[config.mk]
export PLATFORM = sky130hd
export DESIGN_NAME = except_ctrl
export DESIGN_NICKNAME = d
export VERILOG_FILES = /design/src/rtl/cpu_defs.sv /design/src/rtl/except_vector_sel.sv /design/src/rtl/except_ctrl.sv
export SDC_FILE = /design/constraint.sdc
export NUM_CORES = 1
export LEC_CHECK = 0
export ABC_AREA = 1
export CAP_MARGIN = 25
export CORE_MARGIN = 4
export CORE_UTILIZATION = 35
export CTS_CLUSTER_DIAMETER = 120
export CTS_CLUSTER_SIZE = 16
export DETAILED_ROUTE_END_ITERATION = 6
export PLACE_DENSITY_LB_ADDON = 0.05
export SYNTH_ARGS = -nofsm -noshare
export SYNTH_HDL_FRONTEND = slang
export SYNTH_HIERARCHICAL = 1
export SYNTH_SLANG_ARGS = --single-unit
export TNS_END_PERCENT = 50
[constraint.sdc]
create_clock -name i_clk -period 4.7 [get_ports i_clk]
set_input_delay 0.47 -clock i_clk [delete_from_list [all_inputs] [get_ports i_clk]]
set_output_delay 0.47 -clock i_clk [all_outputs]
set_load 0.03 [all_outputs]
[src/rtl/cpu_defs.sv]
// ---------------------------------------------------------------------------
// cpu_defs
// Shared CP0 / exception definitions: ExcCode constants, exception vector
// offsets, the CP0 register view (cp0_regs_t), the MEM-stage request into
// CP0 (except_req_t), the except_ctrl FSM state type and a TLB-code helper.
// ---------------------------------------------------------------------------
`timescale 1ns/1ps
package cpu_defs;

    // MIPS32 ExcCode values
    localparam logic [4:0] EXCCODE_INT  = 5'd0;
    localparam logic [4:0] EXCCODE_MOD  = 5'd1;
    localparam logic [4:0] EXCCODE_TLBL = 5'd2;
    localparam logic [4:0] EXCCODE_TLBS = 5'd3;
    localparam logic [4:0] EXCCODE_ADEL = 5'd4;
    localparam logic [4:0] EXCCODE_ADES = 5'd5;
    localparam logic [4:0] EXCCODE_SYS  = 5'd8;
    localparam logic [4:0] EXCCODE_BP   = 5'd9;
    localparam logic [4:0] EXCCODE_RI   = 5'd10;
    localparam logic [4:0] EXCCODE_CPU  = 5'd11;
    localparam logic [4:0] EXCCODE_OV   = 5'd12;

    // Offsets added to the vector base
    localparam logic [11:0] EXC_OFS_REFILL  = 12'h000;
    localparam logic [11:0] EXC_OFS_GENERAL = 12'h180;
    localparam logic [11:0] EXC_OFS_INT     = 12'h200;

    typedef struct packed {
        logic       bev;
        logic [7:0] im;
        logic       erl;
        logic       exl;
        logic       ie;
    } cp0_status_t;

    typedef struct packed {
        logic       bd;
        logic       iv;
        logic [7:0] ip;        // [1:0] are the software interrupt bits
        logic [4:0] exc_code;
    } cp0_cause_t;

    typedef struct packed {
        cp0_status_t status;
        cp0_cause_t  cause;
        logic [31:0] epc;
        logic [31:0] error_epc;
        logic [31:0] ebase;
    } cp0_regs_t;

    typedef struct packed {
        logic        valid;
        logic        eret;
        logic        delayslot;
        logic [4:0]  code;
        logic [31:0] extra;
        logic [31:0] pc;
    } except_req_t;

    typedef enum logic {
        ST_IDLE = 1'b0,
        ST_HOLD = 1'b1
    } ctrl_state_t;

    function automatic logic is_tlb_code(input logic [4:0] code);
        return (code == EXCCODE_TLBL) || (code == EXCCODE_TLBS);
    endfunction

endpackage

[src/rtl/except_vector_sel.sv]
// ---------------------------------------------------------------------------
// except_vector_sel
// Purely combinational redirect-target selection: vector base (BEV or EBase),
// vector offset (general / interrupt / TLB refill) and EPC vs ErrorEPC for
// ERET. Kept separate so a debug unit can reuse the same selection.
//
// Optional feature: EXC_TLB_REFILL_VEC_EN
//   defined   - a TLB refill (TLBL/TLBS, no matching entry, EXL=0) uses the
//               refill offset 0x000
//   undefined - refill indication is ignored; all TLB exceptions use 0x180
//
// Ports:
//   i_bev, i_iv, i_exl, i_erl  CP0 Status/Cause bits
//   i_ebase_hi                 EBase[31:12]
//   i_epc, i_error_epc         ERET return targets
//   i_is_int                   the winner is an interrupt
//   i_is_eret                  the winner is an ERET
//   i_exc_code                 ExcCode of the winning synchronous exception
//   i_tlb_refill               winner is a synchronous exception with refill set
//   o_vec_pc                   fetch redirect target
// ---------------------------------------------------------------------------
`timescale 1ns/1ps
module except_vector_sel
    import cpu_defs::*;
#(
    parameter logic [31:0] BEV_BASE = 32'hBFC00200
) (
    input  logic        i_bev,
    input  logic        i_iv,
    input  logic        i_exl,
    input  logic        i_erl,
    input  logic [19:0] i_ebase_hi,
    input  logic [31:0] i_epc,
    input  logic [31:0] i_error_epc,
    input  logic        i_is_int,
    input  logic        i_is_eret,
    input  logic [4:0]  i_exc_code,
    input  logic        i_tlb_refill,
    output logic [31:0] o_vec_pc
);

    logic [31:0] w_base;
    logic [11:0] w_ofs;
    logic        w_refill;

`ifdef EXC_TLB_REFILL_VEC_EN
    // A nested TLB miss (EXL already set) goes through the general vector.
    assign w_refill = i_tlb_refill & ~i_exl & is_tlb_code(i_exc_code);
`else
    logic w_unused;
    assign w_refill = 1'b0;
    assign w_unused = ^{i_tlb_refill, i_exl, i_exc_code};
`endif

    assign w_base = i_bev ? BEV_BASE : {i_ebase_hi, 12'h000};

    always_comb begin
        w_ofs = EXC_OFS_GENERAL;
        if (i_is_int && i_iv && !i_bev)
            w_ofs = EXC_OFS_INT;
        else if (w_refill)
            w_ofs = EXC_OFS_REFILL;
    end

    // BEV base is not 4K aligned (0xBFC00200), so the offset is added.
    assign o_vec_pc = i_is_eret ? (i_erl ? i_error_epc : i_epc)
                                : (w_base + {20'h0, w_ofs});

endmodule

[src/rtl/except_ctrl.sv]
// ---------------------------------------------------------------------------
// except_ctrl
// MEM-stage exception/interrupt initiator. Each cycle it picks one winner
// (interrupt > synchronous exception > ERET), registers the request into CP0,
// pulses flush/redirect for one cycle and holds the redirect PC. After an
// issue a holdoff window of HOLDOFF_CYCLES ignores MEM and interrupts until
// CP0's updated Status.EXL becomes visible.
//
// Optional feature: EXC_TLB_REFILL_VEC_EN (TLB refill vector, see
// except_vector_sel).
//
// Ports:
//   i_clk, i_rst                   clock, synchronous active-high reset
//   i_flush_delayed_mispredict     kills a registered, not-yet-consumed request
//   i_mem_*                        MEM-stage instruction and exception info
//   i_cp0_regs                     current CP0 register view
//   i_interrupt_flag               hardware interrupt lines ([7:2] used)
//   o_except_req                   registered request to CP0
//   o_flush                        one-cycle flush of IF..MEM
//   o_redirect_valid, o_redirect_pc fetch redirect strobe / held target
// ---------------------------------------------------------------------------
`timescale 1ns/1ps
module except_ctrl
    import cpu_defs::*;
#(
    parameter int unsigned HOLDOFF_CYCLES = 2,
    parameter logic [31:0] BEV_BASE       = 32'hBFC00200
) (
    input  logic        i_clk,
    input  logic        i_rst,
    input  logic        i_flush_delayed_mispredict,
    input  logic        i_mem_valid,
    input  logic [31:0] i_mem_pc,
    input  logic        i_mem_delayslot,
    input  logic        i_mem_exc_valid,
    input  logic [4:0]  i_mem_exc_code,
    input  logic [31:0] i_mem_exc_extra,
    input  logic        i_mem_tlb_refill,
    input  logic        i_mem_eret,
    input  cp0_regs_t   i_cp0_regs,
    input  logic [7:0]  i_interrupt_flag,
    output except_req_t o_except_req,
    output logic        o_flush,
    output logic        o_redirect_valid,
    output logic [31:0] o_redirect_pc
);

    localparam int unsigned      CNT_W     = $clog2(HOLDOFF_CYCLES + 2);
    localparam logic [CNT_W-1:0] HOLD_LOAD = CNT_W'(HOLDOFF_CYCLES);
    localparam logic [CNT_W-1:0] CNT_ONE   = CNT_W'(1);

    ctrl_state_t      r_state, w_state_nxt;
    logic [CNT_W-1:0] r_cnt, w_cnt_nxt;

    except_req_t r_req, w_req_nxt;
    logic        r_flush, r_redirect_valid;
    logic [31:0] r_redirect_pc, w_vec_pc;

    logic w_idle, w_int_pend, w_take_int, w_take_exc, w_take_eret, w_issue;
    logic w_unused;

    // ---------------- priority / winner selection ----------------
    assign w_idle     = (r_state == ST_IDLE);
    assign w_int_pend = |({i_interrupt_flag[7:2], i_cp0_regs.cause.ip[1:0]}
                          & i_cp0_regs.status.im);

    assign w_take_int  = w_int_pend & i_cp0_regs.status.ie & ~i_cp0_regs.status.exl
                       & ~i_cp0_regs.status.erl & i_mem_valid & w_idle;
    assign w_take_exc  = ~w_take_int & i_mem_valid & i_mem_exc_valid & w_idle;
    assign w_take_eret = ~w_take_int & ~w_take_exc & i_mem_valid & i_mem_eret & w_idle;
    assign w_issue     = w_take_int | w_take_exc | w_take_eret;

    except_vector_sel #(
        .BEV_BASE (BEV_BASE)
    ) u_vec_sel (
        .i_bev        (i_cp0_regs.status.bev),
        .i_iv         (i_cp0_regs.cause.iv),
        .i_exl        (i_cp0_regs.status.exl),
        .i_erl        (i_cp0_regs.status.erl),
        .i_ebase_hi   (i_cp0_regs.ebase[31:12]),
        .i_epc        (i_cp0_regs.epc),
        .i_error_epc  (i_cp0_regs.error_epc),
        .i_is_int     (w_take_int),
        .i_is_eret    (w_take_eret),
        .i_exc_code   (i_mem_exc_code),
        .i_tlb_refill (w_take_exc & i_mem_tlb_refill),
        .o_vec_pc     (w_vec_pc)
    );

    // ---------------- FSM: state register ----------------
    always_ff @(posedge i_clk) begin
        if (i_rst) begin
            r_state <= ST_IDLE;
            r_cnt   <= '0;
        end else begin
            r_state <= w_state_nxt;
            r_cnt   <= w_cnt_nxt;
        end
    end

    // ---------------- FSM: next state ----------------
    always_comb begin
        w_state_nxt = r_state;
        w_cnt_nxt   = r_cnt;
        case (r_state)
            ST_IDLE: begin
                // With a zero holdoff the FSM stays in IDLE.
                if (w_issue && (HOLDOFF_CYCLES != 0)) begin
                    w_state_nxt = ST_HOLD;
                    w_cnt_nxt   = HOLD_LOAD;
                end
            end
            ST_HOLD: begin
                if (r_cnt <= CNT_ONE) begin
                    w_state_nxt = ST_IDLE;
                    w_cnt_nxt   = '0;
                end else begin
                    w_cnt_nxt = r_cnt - CNT_ONE;
                end
            end
            default: begin
                w_state_nxt = ST_IDLE;
                w_cnt_nxt   = '0;
            end
        endcase
    end

    // ---------------- FSM: outputs (next values) ----------------
    always_comb begin
        w_req_nxt = '0;
        if (w_issue) begin
            w_req_nxt.valid     = 1'b1;
            w_req_nxt.eret      = w_take_eret;
            w_req_nxt.delayslot = i_mem_delayslot;
            w_req_nxt.code      = w_take_exc ? i_mem_exc_code : EXCCODE_INT;
            w_req_nxt.extra     = w_take_exc ? i_mem_exc_extra : 32'h0;
            w_req_nxt.pc        = i_mem_pc;
        end
    end

    always_ff @(posedge i_clk) begin
        if (i_rst) begin
            r_req            <= '0;
            r_flush          <= 1'b0;
            r_redirect_valid <= 1'b0;
            r_redirect_pc    <= 32'h0;
        end else begin
            r_req            <= w_req_nxt;
            r_flush          <= w_issue;
            r_redirect_valid <= w_issue;
            if (w_issue)
                r_redirect_pc <= w_vec_pc;
        end
    end

    // A delayed mispredict flush kills the pending request before CP0 and
    // fetch sample it; the holdoff window is left running.
    always_comb begin
        o_except_req       = r_req;
        o_except_req.valid = r_req.valid & ~i_flush_delayed_mispredict;
    end

    assign o_flush          = r_flush & ~i_flush_delayed_mispredict;
    assign o_redirect_valid = r_redirect_valid & ~i_flush_delayed_mispredict;
    assign o_redirect_pc    = r_redirect_pc;

    assign w_unused = ^{i_interrupt_flag[1:0], i_cp0_regs.cause.bd,
                        i_cp0_regs.cause.ip[7:2], i_cp0_regs.cause.exc_code,
                        i_cp0_regs.ebase[11:0]};

endmodule

==> out/metrics.cfg, run 1 <==
[routing]
via_per_inst=4.106
drt_iter0_markers=142
wl_per_cell_um=12.46
ant_nets=0
firstDrtPassIters=7
finalWirelength_um=14060
drcViolationCount=0
vias=4632

[final_layout]
n_fill_cell=1162
syn_to_final_growth_pct=72.52
multi_input_area_sq_mm=0.001523
layout.cells.most_common_list=286 x clkdlybuf4s50_1, 166 x nand2_1, 161 x nor2_1
seqCellArea_sq_mm=0.002142
diodes=0
layout_commonest_cell=clkdlybuf4s50_1
finalNetCount=1159
layout-drive-gt1-share=0.03452

[sta]
layout_setup_ws_ns=1.883
slew_violations=0
post-route-period-util=0.5994
clock_skew_ns=0.008807
rsz0062_at_grt=false
relSlewSlack=0.4731
max_clock_freq_mhz=354.9
hold_viol=0
whs_ns=0.4807
tightest_slew_ns=0.7874
setup-violations-final=0
min_period_ns=2.817
setup-tns-final_ns=0

[clock_tree]
cts_tree=done
cts-root-buf=clkbuf_16
clk_path_buf_depth=2
clock-sinks=107
post_cts_buffers=0
h-tree-depth=3
cts_inserted_buffers=9
clk_latency_ns=0.35
cts.clk_slew.worst_paths_ns=0.07
cts_resized=0
postCtsHoldBufs=0

[worst_setup_path]
r2r_slack_ns=2.26
startpoint_type=input pin
worst-path-max-fanout=34
worstSetupEndpointType=flop
r2r-start=r_state$_SDFF_PP0_
critPathRequiredTime_ns=4.98
crit_type=in2reg
r2r_cells=16
worstReg2RegEnd=o_redirect_pc[16]$_SDFFE_PP0P_
critical_path_arrival_ns=3.10

[worst_hold_path]
hold_end=o_redirect_pc[15]$_SDFFE_PP0P_
min_from=o_redirect_pc[15]$_SDFFE_PP0P_
hold_path.class=reg2reg
hold_path_depth=2

[yosys]
syn_nets=890
synth_cells=682
syn_area_sq_mm=0.004471
avgSynthCellArea_sq_um=6.555
ys_warn_count=6

[floorplan]
die-area_sq_mm=0.01464
core-area_sq_mm=0.01257
die-width_um=121.0
ioPinCount=314
initial_core_util=0.3557
rows=41
die_h_um=121.0

[place]
io_buffer_count=286
place_ws_ns=1.463
hpwl_um=11040
place_congestion=0.8284

[grt]
grt_max_degree=67
grtUsageTotal=0.1856
grt_overflow=0
grt_pass1_vias=4443
grt_pass1_wl_um=21490
antenna_found_initial=0

[flow_run]
max_cap_violations=0

[power_and_ir_drop]
ir_drop_v=0.0001635
p_leak_uw=0.003799
powerDensity_mw_per_mm2=313.4

[run_status]
outcome=finished clean

cell type report:
type                       instances  area share
timing repair buffer             289      0.3741
sequential                       107      0.2777
multi-input combinational        381      0.1974
inverter                         163     0.07933
clock buffer                       9     0.02920
tap                              172     0.02790
clock inverter                     7     0.01428
sequential cells by signal (all words and copies together), names as in the netlist:
signal and flops:
o_except_req 71, o_redirect_pc 32, r_cnt 2, r_req 1, r_state 1
worst max-delay path by stage:
stage / start / to / slack (ns)
CTS: i_cp0_regs[113] / o_redirect_pc[21]$_SDFFE_PP0P_ / 1.84
floorplan: i_mem_valid / o_redirect_pc[12]$_SDFFE_PP0P_ / 2.91
detailed placement: i_cp0_regs[113] / o_redirect_pc[21]$_SDFFE_PP0P_ / 1.46
finish: i_cp0_regs[113] / o_redirect_pc[16]$_SDFFE_PP0P_ / 1.88
global route: i_cp0_regs[113] / o_redirect_pc[18]$_SDFFE_PP0P_ / 1.62
global placement: i_cp0_regs[113] / o_redirect_pc[14]$_SDFFE_PP0P_ / 1.52
power breakdown:
group,switching [uW],leakage (uW),internal (uW)
registers,24.1,0.000876,966
clock network,343,0.000165,478
logic,314,0.00276,292
total,681,0.00380,1740
per-layer routing:
metal / GRT usage / up-vias / part of all wire / wire length [um]
li1: - / 2447 / - / -
met1: 0.2058 / 1995 / 0.39 / 5457
met3: 0.06294 / 13 / 0.094 / 1322
met2: 0.3265 / 177 / 0.50 / 7051
met5: 0 / - / 0 / 0
met4: 0.07153 / 0 / 0.016 / 226
through the flow:
step	power, uW	utilization	cells	area [sq um]
2_1_floorplan	1326	-	682	4471
4_1_cts	2452	0.6136	1128	7712
3_3_place_gp	1614	0.5870	1112	7377
3_5_place_dp	1623	0.5870	1112	7377
6_report	2417	0.6136	1128	7712
5_1_grt	2540	0.6136	1128	7712
critical path, stage by stage:
cell and delay, ns:
clkdlybuf4s50_1 0.40, buf_4 0.25, nor3_2 0.23, nand2_2 0.09
inv_2 0.10, nor2_4 0.05, nand3_1 0.08, inv_1 0.04
buf_4 0.24, nor2_1 0.65, nand2_1 0.11, nand2_1 0.11
inv_1 0.05, nand2_1 0.06, nand2_1 0.07, nor2_1 0.10
Note: power is estimated with default switching activity, not from simulation.
==> run 2, diff against run 1 <==
clock period = 2.71 ns   (was 4.7 ns; I/O delays follow)
==> run 2 against run 1 <==
Non-clock buffer count grew 4; combinational power rose by 75%; clock power increased by 71%; hold slack worse by 0.052 ns.
==> out/metrics.cfg, run 2 (synthesis gave the netlist of run 1 again) <==
[floorplan]
die-area_sq_mm=0.01464  ; unchanged
initial_core_util=0.3557  ; unchanged
ioPinCount=314  ; unchanged
rows=41  ; unchanged
die_h_um=121.0  ; unchanged
core-area_sq_mm=0.01257  ; unchanged
die-width_um=121.0  ; unchanged

[grt]
grtUsageTotal=0.1853  ; -0.0003761
grt_pass1_wl_um=21420  ; -0.32%
grt_overflow=0  ; unchanged
grt_pass1_vias=4469  ; +0.59%
antenna_found_initial=0  ; unchanged
grt_max_degree=38  ; -43%

[clock_tree]
clk_latency_ns=0.36  ; about the same
clock-sinks=107  ; unchanged
cts_resized=0  ; unchanged
postCtsHoldBufs=0  ; unchanged
cts_tree=done
clk_path_buf_depth=2  ; unchanged
post_cts_buffers=0  ; unchanged
cts_inserted_buffers=9  ; unchanged
h-tree-depth=3  ; unchanged
cts-root-buf=clkbuf_16
cts.clk_slew.worst_paths_ns=0.08  ; about the same

[routing]
via_per_inst=4.102  ; about the same
vias=4644  ; +0.26%
firstDrtPassIters=5  ; -2
ant_nets=0  ; unchanged
wl_per_cell_um=12.33  ; -1.0%
finalWirelength_um=13960  ; -0.68%
drt_iter0_markers=126  ; -11%
drcViolationCount=0  ; unchanged

[sta]
setup-violations-final=0  ; unchanged
post-route-period-util=0.8423
max_clock_freq_mhz=438.1
tightest_slew_ns=0.8366  ; +0.04915 ns
min_period_ns=2.283
hold_viol=0  ; unchanged
setup-tns-final_ns=0  ; unchanged
clock_skew_ns=0.007377  ; -0.001430 ns
relSlewSlack=0.4402  ; -0.03289
layout_setup_ws_ns=0.4274  ; -1.455 ns
rsz0062_at_grt=false
slew_violations=0  ; unchanged

[worst_setup_path]
critPathRequiredTime_ns=3.00  ; -1.98 ns
crit_type=in2reg
critical_path_arrival_ns=2.57  ; -0.53 ns
crit_slowest_cell=nor2_1
worst-path-max-fanout=11  ; -68%
crit_top_cell=nand2_1
crit_chain=clkdlybuf4s50_1, nand2_1, nand2_1, nor2_1, nand2_1, nand2_2, inv_2, nor2_4, nand3_1, inv_1, nor2_1, nand2_1, nand2_1, inv_1, nand2_1, nand2_1, nor2_1
slowest_delay_ns=0.65  ; about the same
startpoint_type=input pin
worstSetupEndpointType=flop
r2r_cells=15  ; -1

[flow_run]
max_cap_violations=0  ; unchanged

[place]
place_congestion=0.8257  ; -0.33%
io_buffer_count=286  ; unchanged
place_ws_ns=0.004817  ; -1.459 ns
hpwl_um=11140  ; +0.91%

[power_and_ir_drop]
switchingPower_uw=1231  ; +81%
ir_drop_v=0.0002947  ; +80%
p_leak_uw=0.003822  ; +0.61%
powerDensity_mw_per_mm2=538.1  ; +72%
p_comb_frac=0.255  ; +0.004
switching_share=0.2947  ; +0.01305
power.internal_uw=2945  ; +70%
power_frac_seq=0.411  ; about the same
clock_power_share=0.334  ; -0.005

[final_layout]
layout-drive-gt1-share=0.03854  ; +0.004023
diodes=0  ; unchanged
syn_to_final_growth_pct=73.58
layout.cells.most_common_list=286 x clkdlybuf4s50_1, 166 x nand2_1, 161 x nor2_1
finalNetCount=1163  ; +0.35%
largest_register_ffs=71  ; unchanged
layout_commonest_cell=clkdlybuf4s50_1

[run_status]
outcome=finished clean

[worst_hold_path]
hold_path.class=in2reg
hold_path_depth=3  ; +1

## run 2: per-stage QoR
stage | area [sq um] | hold slack, ns | utilization | total power (uW) | std cells
6_report | 7760 | 0.4287 | 0.6174 | 4176 | 1132
5_1_grt | 7760 | 0.4192 | 0.6174 | 4391 | 1132
4_1_cts | 7760 | 0.4157 | 0.6174 | 4238 | 1132
3_5_place_dp | 7432 | 0.4717 | 0.5913 | 2826 | 1116
3_3_place_gp | 7432 | 0.4635 | 0.5913 | 2813 | 1116
2_1_floorplan | 4471 | 0.3434 | - | 2299 | 682
## run 2: path summary, 6_finish.rpt
kind              slack (ns)                      startpoint                              to
setup / recovery        0.43                 i_cp0_regs[101]  o_redirect_pc[18]$_SDFFE_PP0P_
hold / removal          0.43             i_mem_exc_extra[27]     o_except_req[59]$_SDFF_PP0_
setup reg to reg        0.45              r_state$_SDFF_PP0_  o_redirect_pc[18]$_SDFFE_PP0P_
hold reg to reg         0.48  o_redirect_pc[20]$_SDFFE_PP0P_  o_redirect_pc[20]$_SDFFE_PP0P_
## run 2: final cells by class
type | instances | area [sq um]
repair buffers | 293 | 2940
fillers | 1174 | 4808
clock inverters | 7 | 102.6
well taps | 172 | 215.2
flip-flops and latches | 107 | 2142
inverters | 163 | 611.8
multi-input cells | 381 | 1523
clock buffers | 9 | 225.2
## run 2: metal layers
metal | routed length (um) | up-vias | GRT usage
li1 | - | 2461 | -
met2 | 6777 | 183 | 0.3244
met1 | 5344 | 1977 | 0.1956
met3 | 1448 | 23 | 0.06946
met5 | 0 | - | 0
met4 | 393 | 0 | 0.08782
## run 2: worst max-delay path, delay by kind of cell
family | cells | cell delay, ns
simple gates | 13 | 1.56
buf+inv | 4 | 0.73
## run 2: power groups by stage
stage | logic, uW | registers, uW | clock network (uW)
3_5_place_dp | 1070 | 1750 | 0
5_1_grt | 1160 | 1730 | 1500
2_1_floorplan | 349 | 1950 | 0
6_report | 1060 | 1720 | 1400
4_1_cts | 1080 | 1720 | 1440
3_3_place_gp | 1060 | 1750 | 0
==> run 3, diff against run 2 <==
CORE_UTILIZATION = 32   (was 35)
clock period = 1.95 ns   (was 2.71 ns; I/O delays follow)
==> run 3 against run 2 <==
Final cell count grew 1.3%; count of clock-buffer cells in the layout is the same; sequential share of layout area fell by 0.41 points; register-to-register slack got worse by 0.22 ns; global-route usage decreased by 0.73 points; largest power group unchanged; highest routed layer unchanged.
==> out/metrics.cfg, run 3 (synthesis gave the netlist of run 1 again) <==
[run_status]
outcome=finished clean

[floorplan]
core-area_sq_mm=0.01345  ; +7.0%
die_h_um=126.2  ; +4.3%
rows=42  ; +2.4%
die-width_um=126.2  ; +4.3%
initial_core_util=0.3323  ; -0.02339
ioPinCount=314  ; unchanged
die-area_sq_mm=0.01593  ; +8.7%

[clock_tree]
cts-root-buf=clkbuf_16
clock-sinks=107  ; unchanged
clk_latency_ns=0.35  ; about the same
clk_path_buf_depth=2  ; unchanged
cts_inserted_buffers=9  ; unchanged
cts_tree=done
h-tree-depth=3  ; unchanged
cts.clk_slew.worst_paths_ns=0.08  ; about the same
post_cts_buffers=0  ; unchanged

[grt]
gr-usage-met1=0.1883  ; -0.007288
grt_pass1_vias=4598  ; +2.9%
grtUsageMet3=0.06266  ; -0.006805
use_met2=0.3261  ; +0.001716
grtUsageTotal=0.1780  ; -0.007251
top_usage_layer=met2
antenna_found_initial=0  ; unchanged
grt_max_degree=38  ; unchanged
grt_overflow=0  ; unchanged
grt_pass1_wl_um=22800  ; +6.4%

[sta]
max_clock_freq_mhz=579.0
post-route-period-util=0.8857
setup-violations-final=0  ; unchanged
whs_ns=0.3544  ; -0.07428 ns
tightest_slew_ns=0.3946  ; -0.4420 ns
relSlewSlack=0.7361  ; +0.2959
slew_violations=0  ; unchanged
min_period_ns=1.727
rsz0062_at_grt=false
clock_skew_ns=0.008121  ; +0.0007439 ns
hold_viol=0  ; unchanged

[final_layout]
finalNetCount=1174  ; +0.95%
layout.cells.most_common_list=286 x clkdlybuf4s50_1, 166 x nand2_1, 160 x nor2_1
largest_register_ffs=71  ; unchanged
layout_commonest_cell=clkdlybuf4s50_1
diodes=0  ; unchanged
layout-drive-gt1-share=0.05252  ; +0.01398
syn_to_final_growth_pct=76.21

[routing]
drt_iter0_markers=171  ; +36%
finalWirelength_um=14630  ; +4.8%
firstDrtPassIters=4  ; -1
vias=4739  ; +2.0%
ant_nets=0  ; unchanged
drcViolationCount=0  ; unchanged
via_per_inst=4.132  ; +0.71%
wl_per_cell_um=12.75  ; +3.4%

[flow_run]
max_cap_violations=0  ; unchanged

[worst_setup_path]
crit_type=reg2out
r2r_cells=16  ; +1
worstSetupEndpointType=output port
startpoint_type=flop
r2r-start=r_state$_SDFF_PP0_
worst-path-max-fanout=3  ; -8
r2r_slack_ns=0.23  ; -0.22 ns
critPathRequiredTime_ns=1.75  ; -1.25 ns
critical_path_arrival_ns=1.53  ; -1.04 ns
worstReg2RegEnd=o_redirect_pc[17]$_SDFFE_PP0P_

[worst_hold_path]
min_from=i_mem_exc_extra[27]
hold_end=o_except_req[59]$_SDFF_PP0_
hold_path_depth=3  ; unchanged
hold_path.class=in2reg

[place]
io_buffer_count=286  ; unchanged
hpwl_um=11630  ; +4.4%
place_congestion=0.8338  ; +0.98%

[power_and_ir_drop]
ir_drop_v=0.0003812  ; +29%
total_power_uw=5670  ; +36%
p_leak_uw=0.003879  ; +1.5%
powerDensity_mw_per_mm2=719.7  ; +34%

run 3: where the power goes:
| group | switching [uW] | internal, uW |
|---|---|---|
| Clock | 861 | 891 |
| Combinational | 767 | 761 |
| Sequential | 60.0 | 2330 |
run 3: how the worst max path moves through the flow:
stage          slack [ns]                 start                             end
3_5_place_dp        -0.23   i_interrupt_flag[2]   o_redirect_pc[2]$_SDFFE_PP0P_
3_3_place_gp        -0.15       i_cp0_regs[101]   o_redirect_pc[3]$_SDFFE_PP0P_
5_1_grt              0.03   i_interrupt_flag[2]   o_redirect_pc[2]$_SDFFE_PP0P_
4_1_cts              0.11    r_state$_SDFF_PP0_  o_redirect_pc[21]$_SDFFE_PP0P_
6_report             0.22  r_req[71]$_SDFF_PP0_                o_except_req[71]
2_1_floorplan        0.25    r_state$_SDFF_PP0_  o_redirect_pc[12]$_SDFFE_PP0P_
run 3: what timing repair did:
action	in CTS	in global routing
resized for setup	0	5
hold buffers	0	0
endpoints found under the setup margin	0	28
run 3: metal layers:
layer	wire, um	up-vias
li1	-	2487
met1	5676	2051
met2	7374	175
met3	1170	26
met4	406	0
met5	0	-
run 3: worst max-delay path, stage by stage (launching register included):
cell,delay (ns)
dfxtp_1,0.32
inv_1,0.04
nor2_1,0.14
clkdlybuf4s50_1,0.69
run 3: area by class of cell:
class,count,area (sq um)
clock buffers,9,225.2
clock inverters,7,63.81
fillers,1297,5575
inverters,163,614.3
multi-input cells,381,1530
flip-flops and latches,107,2142
well taps,176,220.2
repair buffers,304,3082
run 3: through the flow:
stage | setup TNS, ns | cells | setup WS, ns | instance area, sq um | util
2_1_floorplan | 0 | 682 | 0.2544 | 4471 | -
3_3_place_gp | -3.277 | 1130 | -0.1544 | 7550 | 0.5612
3_5_place_dp | -5.399 | 1130 | -0.2265 | 7550 | 0.5612
4_1_cts | 0 | 1146 | 0.1106 | 7839 | 0.5827
5_1_grt | 0 | 1147 | 0.02845 | 7878 | 0.5856
6_report | 0 | 1147 | 0.2230 | 7878 | 0.5856
